==> config.mk <==
export PLATFORM = sky130hd
export DESIGN_NAME = ddr_line_write_sequencer_flat
export DESIGN_NICKNAME = d
export VERILOG_FILES = /design/src/rtl/ddr_line_write_sequencer_if.sv /design/src/rtl/ddr_line_write_sequencer.sv /design/src/flat_wrapper.sv
export SDC_FILE = /design/constraint.sdc
export NUM_CORES = 1
export LEC_CHECK = 0
export CORE_MARGIN = 2
export CORE_UTILIZATION = 49
export CTS_BUF_LIST = sky130_fd_sc_hd__clkbuf_8
export DETAILED_ROUTE_END_ITERATION = 7
export HOLD_SLACK_MARGIN = 0.03
export PLACE_DENSITY = 0.82
export SLEW_MARGIN = 20
export SYNTH_ARGS = -nofsm -noshare
export SYNTH_HDL_FRONTEND = slang
export SYNTH_SLANG_ARGS = --single-unit
==> constraint.sdc <==
create_clock -name clk -period 2.6 [get_ports clk]
set_input_delay 0.39 -clock clk [delete_from_list [all_inputs] [get_ports clk]]
set_output_delay 0.39 -clock clk [all_outputs]
set_load 0.05 [all_outputs]
==> src/rtl/ddr_line_write_sequencer_if.sv <==
// rtl/ddr_line_write_sequencer_if.sv - word stream in and DDR line write command out
interface ddr_line_write_sequencer_if #(
   parameter int ADDR_W = 28
);
   // Incoming 32-bit words from the UART word assembler
   logic [31:0]       s_word;
   logic              s_valid;
   logic              s_ready;

   // One write command per packed 256-bit line toward the DDR controller
   logic              ddr_cmd_valid;
   logic              ddr_cmd_ready;
   logic [ADDR_W-1:0] ddr_addr;
   logic [255:0]      ddr_wdata;

   // Environment side: produces words, consumes commands
   modport master (
      output s_word, s_valid, ddr_cmd_ready,
      input  s_ready, ddr_cmd_valid, ddr_addr, ddr_wdata
   );

   // Sequencer side: consumes words, produces commands
   modport slave (
      input  s_word, s_valid, ddr_cmd_ready,
      output s_ready, ddr_cmd_valid, ddr_addr, ddr_wdata
   );
endinterface

==> src/rtl/ddr_line_write_sequencer.sv <==
// rtl/ddr_line_write_sequencer.sv - packs eight words per DDR line and issues line writes
module ddr_line_write_sequencer #(
   parameter int ADDR_W    = 28,
   parameter int ADDR_STEP = 32,
   parameter int CNT_W     = 16
) (
   input  logic                  clk,
   input  logic                  rst,
   input  logic                  start,
   input  logic                  abort,
   input  logic [ADDR_W-1:0]     base_addr,
   input  logic [CNT_W-1:0]      num_lines,
   ddr_line_write_sequencer_if.slave bus,
   output logic                  busy,
   output logic                  done,
   output logic                  aborted,
   output logic [CNT_W-1:0]      lines_written
);

   typedef enum logic [1:0] {
      IDLE  = 2'd0,
      FILL  = 2'd1,
      ISSUE = 2'd2,
      DONE  = 2'd3
   } state_t;

   localparam logic [ADDR_W-1:0] STEP = ADDR_W'(ADDR_STEP);
   localparam logic [CNT_W-1:0]  ONE  = CNT_W'(1);

   state_t             state_q;
   logic [ADDR_W-1:0]  addr_q;
   logic [CNT_W-1:0]   target_q;
   logic [CNT_W-1:0]   lines_q;
   logic [2:0]         word_idx_q;
   // Element 7 is the first word of a line and lands in bits [255:224]
   logic [7:0][31:0]   line_q;
   logic               aborted_q;
   logic               busy_q;
   logic               done_q;
   logic               fill_q;
   logic               issue_q;

   // Sequencer FSM; the status flags are updated together with every state change
   always_ff @(posedge clk) begin
      if (!rst) begin
         state_q    <= IDLE;
         addr_q     <= '0;
         target_q   <= '0;
         lines_q    <= '0;
         word_idx_q <= '0;
         line_q     <= '0;
         aborted_q  <= 1'b0;
         busy_q     <= 1'b0;
         done_q     <= 1'b0;
         fill_q     <= 1'b0;
         issue_q    <= 1'b0;
      end else begin
         done_q <= 1'b0;
         case (state_q)
            IDLE: begin
               if (start) begin
                  addr_q     <= base_addr;
                  target_q   <= num_lines;
                  lines_q    <= '0;
                  word_idx_q <= '0;
                  aborted_q  <= 1'b0;
                  busy_q     <= 1'b1;
                  if (num_lines != '0) begin
                     state_q <= FILL;
                     fill_q  <= 1'b1;
                  end else begin
                     state_q <= DONE;
                     done_q  <= 1'b1;
                  end
               end
            end
            FILL: begin
               if (abort) begin
                  // The partial line is simply abandoned; the next start refills from slot 0
                  word_idx_q <= '0;
                  aborted_q  <= 1'b1;
                  fill_q     <= 1'b0;
                  state_q    <= DONE;
                  done_q     <= 1'b1;
               end else if (bus.s_valid) begin
                  line_q[3'd7 - word_idx_q] <= bus.s_word;
                  word_idx_q                <= word_idx_q + 3'd1;
                  if (word_idx_q == 3'd7) begin
                     fill_q  <= 1'b0;
                     issue_q <= 1'b1;
                     state_q <= ISSUE;
                  end
               end
            end
            ISSUE: begin
               // The command is never withdrawn; abort only takes effect once it is accepted
               if (bus.ddr_cmd_ready) begin
                  issue_q <= 1'b0;
                  lines_q <= lines_q + ONE;
                  addr_q  <= addr_q + STEP;
                  if (abort || (lines_q + ONE == target_q)) begin
                     aborted_q <= abort;
                     state_q   <= DONE;
                     done_q    <= 1'b1;
                  end else begin
                     state_q <= FILL;
                     fill_q  <= 1'b1;
                  end
               end
            end
            DONE: begin
               busy_q  <= 1'b0;
               state_q <= IDLE;
            end
            default: begin
               busy_q  <= 1'b0;
               fill_q  <= 1'b0;
               issue_q <= 1'b0;
               state_q <= IDLE;
            end
         endcase
      end
   end

   // abort gates s_ready directly so the word offered in the abort cycle is refused
   assign bus.s_ready       = fill_q & ~abort;
   assign bus.ddr_cmd_valid = issue_q;
   assign bus.ddr_addr      = addr_q;
   assign bus.ddr_wdata     = line_q;
   assign busy              = busy_q;
   assign done              = done_q;
   assign aborted           = aborted_q;
   assign lines_written     = lines_q;

endmodule

==> src/flat_wrapper.sv <==
// flat-port wrapper written by rule: the top's interface ports become plain ports
module ddr_line_write_sequencer_flat 
#(
   parameter int ADDR_W    = 28,
   parameter int ADDR_STEP = 32,
   parameter int CNT_W     = 16
)
  (clk, rst, start, abort, base_addr, num_lines, busy, done, aborted, lines_written, bus_s_word, bus_s_valid, bus_ddr_cmd_ready, bus_s_ready, bus_ddr_cmd_valid, bus_ddr_addr, bus_ddr_wdata);
  ddr_line_write_sequencer_if #(.ADDR_W(ADDR_W)) bus_i ();
  input  logic clk;
  input  logic rst;
  input  logic start;
  input  logic abort;
  input  logic [ADDR_W-1:0] base_addr;
  input  logic [CNT_W-1:0] num_lines;
  output logic busy;
  output logic done;
  output logic aborted;
  output logic [CNT_W-1:0] lines_written;
  input wire logic [$bits(bus_i.s_word)-1:0] bus_s_word;
  input wire logic [$bits(bus_i.s_valid)-1:0] bus_s_valid;
  input wire logic [$bits(bus_i.ddr_cmd_ready)-1:0] bus_ddr_cmd_ready;
  output wire logic [$bits(bus_i.s_ready)-1:0] bus_s_ready;
  output wire logic [$bits(bus_i.ddr_cmd_valid)-1:0] bus_ddr_cmd_valid;
  output wire logic [$bits(bus_i.ddr_addr)-1:0] bus_ddr_addr;
  output wire logic [$bits(bus_i.ddr_wdata)-1:0] bus_ddr_wdata;
  assign bus_i.s_word = bus_s_word;
  assign bus_i.s_valid = bus_s_valid;
  assign bus_i.ddr_cmd_ready = bus_ddr_cmd_ready;
  assign bus_s_ready = bus_i.s_ready;
  assign bus_ddr_cmd_valid = bus_i.ddr_cmd_valid;
  assign bus_ddr_addr = bus_i.ddr_addr;
  assign bus_ddr_wdata = bus_i.ddr_wdata;
  ddr_line_write_sequencer #(.ADDR_W(ADDR_W), .ADDR_STEP(ADDR_STEP), .CNT_W(CNT_W)) u_core (.clk(clk), .rst(rst), .start(start), .abort(abort), .base_addr(base_addr), .num_lines(num_lines), .bus(bus_i), .busy(busy), .done(done), .aborted(aborted), .lines_written(lines_written));
endmodule
== Yosys cells after proc, flatten, opt, wreduce, memory -nomap -nowiden ==
Cells that the tools add are included.

* Add/subtract/negate cells: 4
* Order comparisons: 2
* Eq/ne operators: 16
* Multiplexer cells: 47
* Bitwise operators: 2
* Reduce and logical (&&, ||, !) cells: 18

{| class="wikitable"
|+ Operators with widths
! cell !! count
|-
| $bwmux W256 || 1
|-
| $demux W32 S3 || 1
|-
| $mux W28 || 2
|-
| $pmux W28 S2 || 1
|-
| $mux W16 || 2
|-
| $mux W32 || 1
|-
| $pmux W16 S2 || 1
|-
| $add A28 B6 Y28 const B || 1
|-
| $mux W1 || 21
|-
| $add A16 B1 Y16 const B || 1
|-
| $eq A16 B16 Y1 || 1
|-
| $reduce_bool A16 Y1 || 1
|-
| $mux W2 || 7
|-
| $ne A2 B2 Y1 const B || 6
|-
| $reduce_and A5 Y1 || 2
|-
| $mux W3 || 3
|-
| $pmux W1 S3 || 3
|-
| $reduce_and A3 Y1 || 3
|-
| $pmux W2 S4 || 1
|-
| $reduce_bool A2 Y1 || 4
|-
| $reduce_and A7 Y1 || 1
|-
| $ne A2 B1 Y1 const B || 3
|-
| $pmux W3 S2 || 1
|-
| $eq A2 B2 Y1 const B || 2
|-
| other kinds (17) || 19
|}

* Flip-flop bits (word level): 326
* Output and inout bits: 305
* Logic and storage cells: 107

== Depth between registers and ports, before layout ==
* Word-level depth: 6
* Gate-level depth with buffers: 11
* Gate-level depth less buffers: 9

== Worst setup path after synthesis ==
OpenSTA, ideal clock, no wires.

* Path kind: reg-to-reg
* Start: reg u_core.lines_q[0], in the netlist u_core.lines_written[0]
* End: reg u_core.done_q, in the netlist u_core.done
* Setup time: 0.103 ns
* Data arrival time: 2.650 ns
* Data required time: 2.497 ns
* Path slack: -0.153 ns
* Cell stages (with the launch flop): 10
* Clock period less this slack: 2.753 ns
* Cell sequence: dfxtp_1 -> ha_1 -> and3_1 -> buf_6 -> xnor2_4 -> a2111oi_4 -> o211ai_2 -> nor4b_4 -> nand4_1 -> a2111oi_2

* Cells in the longest elaborated chain, start to end: 6

{| class="wikitable"
|+ RTL lines
! item !! RTL line !! RTL
|-
| start: declaration || ddr_line_write_sequencer.sv:33 || <nowiki>logic [CNT_W-1:0] lines_q;</nowiki>
|-
| start signal: assignment || ddr_line_write_sequencer.sv:99 || <nowiki>lines_q <= lines_q + ONE;</nowiki>
|-
| $add A16 B1 Y16 || ddr_line_write_sequencer.sv:101 || <nowiki>if (abort || (lines_q + ONE == target_q)) begin</nowiki>
|-
| $eq A16 B16 Y1 || ddr_line_write_sequencer.sv:101 ||
|-
| $logic_or A1 B1 Y1 || ddr_line_write_sequencer.sv:101 ||
|-
| $mux W1 || ddr_line_write_sequencer.sv:101 ||
|-
| $mux W1 || ddr_line_write_sequencer.sv:97 || <nowiki>if (bus.ddr_cmd_ready) begin</nowiki>
|-
| $pmux W1 S3 || ddr_line_write_sequencer.sv:59 || <nowiki>case (state_q)</nowiki>
|-
| end signal: assignment || ddr_line_write_sequencer.sv:58 || <nowiki>done_q <= 1'b0;</nowiki>
|-
| end signal: assignment || ddr_line_write_sequencer.sv:73 || <nowiki>done_q <= 1'b1;</nowiki>
|-
| end signal: assignment || ddr_line_write_sequencer.sv:104 || <nowiki>done_q <= 1'b1;</nowiki>
|-
| end: declaration || ddr_line_write_sequencer.sv:39 || <nowiki>logic done_q;</nowiki>
|}

No other way between the ends.
A chain may end at the register's enable or synchronous reset.

== Worst setup path in the final report ==
* Start: reg u_core.lines_q[0], in the netlist u_core.lines_written[0]
* End: reg u_core.fill_q

* Cells in the longest elaborated chain, start to end: 5

{| class="wikitable"
|+ RTL lines
! item !! RTL line !! RTL
|-
| $add A16 B1 Y16 || ddr_line_write_sequencer.sv:101 ||
|-
| $eq A16 B16 Y1 || ddr_line_write_sequencer.sv:101 ||
|-
| $logic_or A1 B1 Y1 || ddr_line_write_sequencer.sv:101 ||
|-
| $ne A2 B2 Y1 (no line) || -- ||
|-
| $reduce_and A7 Y1 (no line) || -- ||
|-
| end signal: assignment || ddr_line_write_sequencer.sv:89 || <nowiki>fill_q <= 1'b0;</nowiki>
|-
| end signal: assignment || ddr_line_write_sequencer.sv:107 || <nowiki>fill_q <= 1'b1;</nowiki>
|-
| end signal: assignment || ddr_line_write_sequencer.sv:117 || <nowiki>fill_q <= 1'b0;</nowiki>
|-
| end: declaration || ddr_line_write_sequencer.sv:40 || <nowiki>logic fill_q;</nowiki>
|}

No other way between the ends.

==> impl_metrics.toml <==
[sta]
fmax_mhz = 402
post-route-min-period_ns = 2.49
max_slew_margin_pct = 56.3
holdWs_ns = 0.401
final.period_utilization_pct = 95.6
finalWorstSetupSlack_ns = 0.114
finalSetupViolCount = 0
rsz0062_at_grt = "false"
tightest_slew_ns = 0.654
clock-skew-final_ns = 0.0335
fin_setup_tns_ns = 0
hold_viol_final = 0
slew_viol_final = 0

[synth]
synthCells = 1700
synth_cell_type_count = 59
syn-cell-area_sq_um = 13100
synth_flop_cell = "dfxtp_1"
ys_seq_area_share_pct = 49.8
yosys_warnings = 0
syn_nets = 1791
synth_edf_count = 0
synth-async-reset-ratio_pct = 0
synth-seq-cells = 326
avgSynthCellArea_sq_um = 7.71

[global_route]
grt_max_degree = 92
grt_use_total_pct = 31.9
first_global_vias = 13200
antenna_found_initial = 0
grt_overflow_total = 0
grt_pass1_wl_um = 71600

[floorplan]
die_h_um = 168
io_pins = 387
dieArea_sq_um = 28100
dieWidth_um = 168
core_area_sq_um = 26100
rows = 59
initial_core_util_pct = 50.2

[outcome]
outcome = "completed"

[cts]
h-tree-depth = 2
path_clk_slew_ns = 0.06
clock_path_buffers = 3
cts-root-buf = "clkbuf_8"
clk_latency_ns = 0.60
ctsHoldBuffers = 0
cts.sinks = 326
postCtsSetupBuffers = 0
numCtsBuffers = 52
cts_tree = "done"

[detailed_routing]
wl_per_cell_um = 19.1
drt-initial-drc-count = 1305
antenna_left = 0
first_pass_iters = 5
wl_um = 46400
routed_via_density = 5.62
drcViolationCount = 0
vias = 13700

[finish]
fin_area_sq_um = 18500
nets = 2146
diodes = 0
syn_to_final_growth_pct = 41.3
fin_cells = 2432
drive_gt1_share_pct = 7.96

[setup_path]
worstPathCellList = "ha_1, and3_1, xnor2_1, a2111oi_0, buf_4, o22ai_1, nor4_1, a31oi_1, mux2i_1"
worst-endpoint-required_ns = 3.06
endpoint_kind = "register"
start_kind = "register"
critPathSlowestCell = "a2111oi_0"
worstPathArrival_ns = 2.94
crit_fanout = 5
worstSetupPathType = "register to register"
slowest_delay_ns = 0.43

[placement]
portBuffers = 386
place_area_sq_um = 17400
place.gp.congestion = 0.929
post-place-ws_ns = 0.146
dp_hpwl_um = 32300
place_inst = 2336

[hold_path]
min_path_type = "primary input to register"

[power]
leakagePower_nw = 6.33
powerDensity_nw_per_um2 = 592
worst_ir_drop_vdd_mv = 0.518

[run]
max_cap_viol_count = 0
## kinds of logic after synthesis
kind of cell | synth area share (%)
muxes | 1.69
buffers and inverters | 5.13
xor gates and xnor gates | 1.48
and+or+nand+nor | 24.5
DFF | 49.8
adders and majority gates | 0.859
AOI/OAI and AO/OA | 16.6
## layer usage
layer,routed length [um],part of all wire [%],vias up,track usage [%]
met5,0,0,-,0
met4,2490,5.4,0,17.2
met3,4560,9.8,168,8.91
met2,21800,47,683,53.3
met1,17600,38,6438,37.3
li1,-,-,6380,-
## layout make-up
class	instances	area, sq um
Clock inverter	29	169
Inverter	14	60.1
Clock buffer	67	922
Fill cell	2031	7610
Multi-Input combinational cell	1213	5960
Tap cell	335	419
Sequential cell	326	6530
Timing Repair Buffer	448	4460
## state kept, by name, indices dropped and copies added (netlist names)
signal,count
u_core.bus.ddr_wdata,256
u_core.bus.ddr_addr,28
u_core.lines_written,16
u_core.target_q,16
u_core.word_idx_q,3
u_core.state_q,2
u_core.aborted,1
u_core.bus.ddr_cmd_valid,1
u_core.busy,1
u_core.done,1
u_core.fill_q,1
## power breakdown
| group | leakage (nW) | internal, mW | switching (mW) |
|---|---|---|---|
| logic | 3.08 | 0.461 | 0.799 |
| clock network | 0.620 | 2.42 | 2.09 |
| registers | 2.64 | 5.10 | 0.0963 |
## path summary, 6_finish.rpt
kind,from,endpoint,slack [ns],cells after the start
max,u_core.lines_written[0],u_core.fill_q,0.11,9
min,num_lines[8],u_core.target_q[8],0.40,3
max reg2reg,u_core.lines_written[0],u_core.fill_q,0.11,9
min reg2reg,u_core.bus.ddr_wdata[195],u_core.bus.ddr_wdata[195],0.45,2
## layout by cell type, fill, tap and decap left out, types with 4 or more instances in the layout
master	count
nand2b_1	6
o21ai_0	19
nor4_1	9
a221oi_1	10
buf_12	11
o22ai_1	4
a211oi_1	9
clkinv_2	8
buf_4	52
and2_1	7
nor3_1	12
nand4b_1	6
a311oi_1	4
inv_1	29
nor2_1	51
clkbuf_8	67
ha_1	9
a21oi_1	311
xnor2_1	16
dfxtp_1	323
and3_1	11
nand2_1	601
mux2i_1	21
a31oi_1	5
nand3b_1	6
clkdlybuf4s50_1	385
and4_1	6
nand3_1	26
nand4_1	9
## timing repair
action	CTS	global route
gates resized for setup	0	1
setup endpoints to repair	0	1
hold endpoints to repair	0	0
## stage by stage
step	power (mW)	utilization (%)
floorplan	6.04	-
global placement	6.52	66.7
detailed placement	6.54	66.7
CTS	11.0	70.9
global route	11.3	70.9
finish	11.0	70.9
## Yosys cell counts, drive strengths merged, types with 2 or more instances
| cell type | n | area share [%] |
|---|---|---|
| o31a | 2 | 0.13 |
| a221oi | 10 | 0.67 |
| and3 | 12 | 0.58 |
| nand4b | 6 | 0.40 |
| nor4b | 4 | 0.38 |
| xor2 | 3 | 0.20 |
| ha | 9 | 0.86 |
| inv | 14 | 0.40 |
| a21boi | 3 | 0.17 |
| xnor2 | 17 | 1.3 |
| nand2 | 601 | 17 |
| a21oi | 311 | 12 |
| a31o | 2 | 0.13 |
| a22oi | 2 | 0.11 |
| nand3 | 28 | 1.1 |
| o211ai | 4 | 0.27 |
| a2111oi | 3 | 0.39 |
| nand3b | 6 | 0.34 |
| nor3b | 4 | 0.23 |
| o221a | 2 | 0.17 |
| nand4 | 9 | 0.43 |
| nand2b | 6 | 0.29 |
| and4 | 6 | 0.40 |
| o21ai | 20 | 0.79 |
| o31ai | 2 | 0.11 |
| a311oi | 4 | 0.27 |
| clkbuf | 137 | 4.2 |
| a31oi | 5 | 0.24 |
| buf | 10 | 0.50 |
| nor2 | 52 | 1.5 |
| mux2i | 21 | 1.6 |
| nor3 | 14 | 0.53 |
| o21a | 2 | 0.11 |
| o22ai | 4 | 0.19 |
| dfxtp | 326 | 50 |
| nor4 | 10 | 0.48 |
| nor2b | 3 | 0.14 |
| and2 | 7 | 0.33 |
| or3 | 2 | 0.095 |
| a211oi | 9 | 0.52 |
## critical path: cells and delay by family, from the launching register on
kind | cells | cell delay [ns]
AO/OA/AOI/OAI | 3 | 0.68
AND/OR/NAND/NOR | 2 | 0.67
flip-flops | 1 | 0.32
adder cells (fa/ha/maj) | 1 | 0.20
buffers and inverters | 1 | 0.19
XOR/XNOR | 1 | 0.16
multiplexers | 1 | 0.15
(Power assumes the default switching activity.)
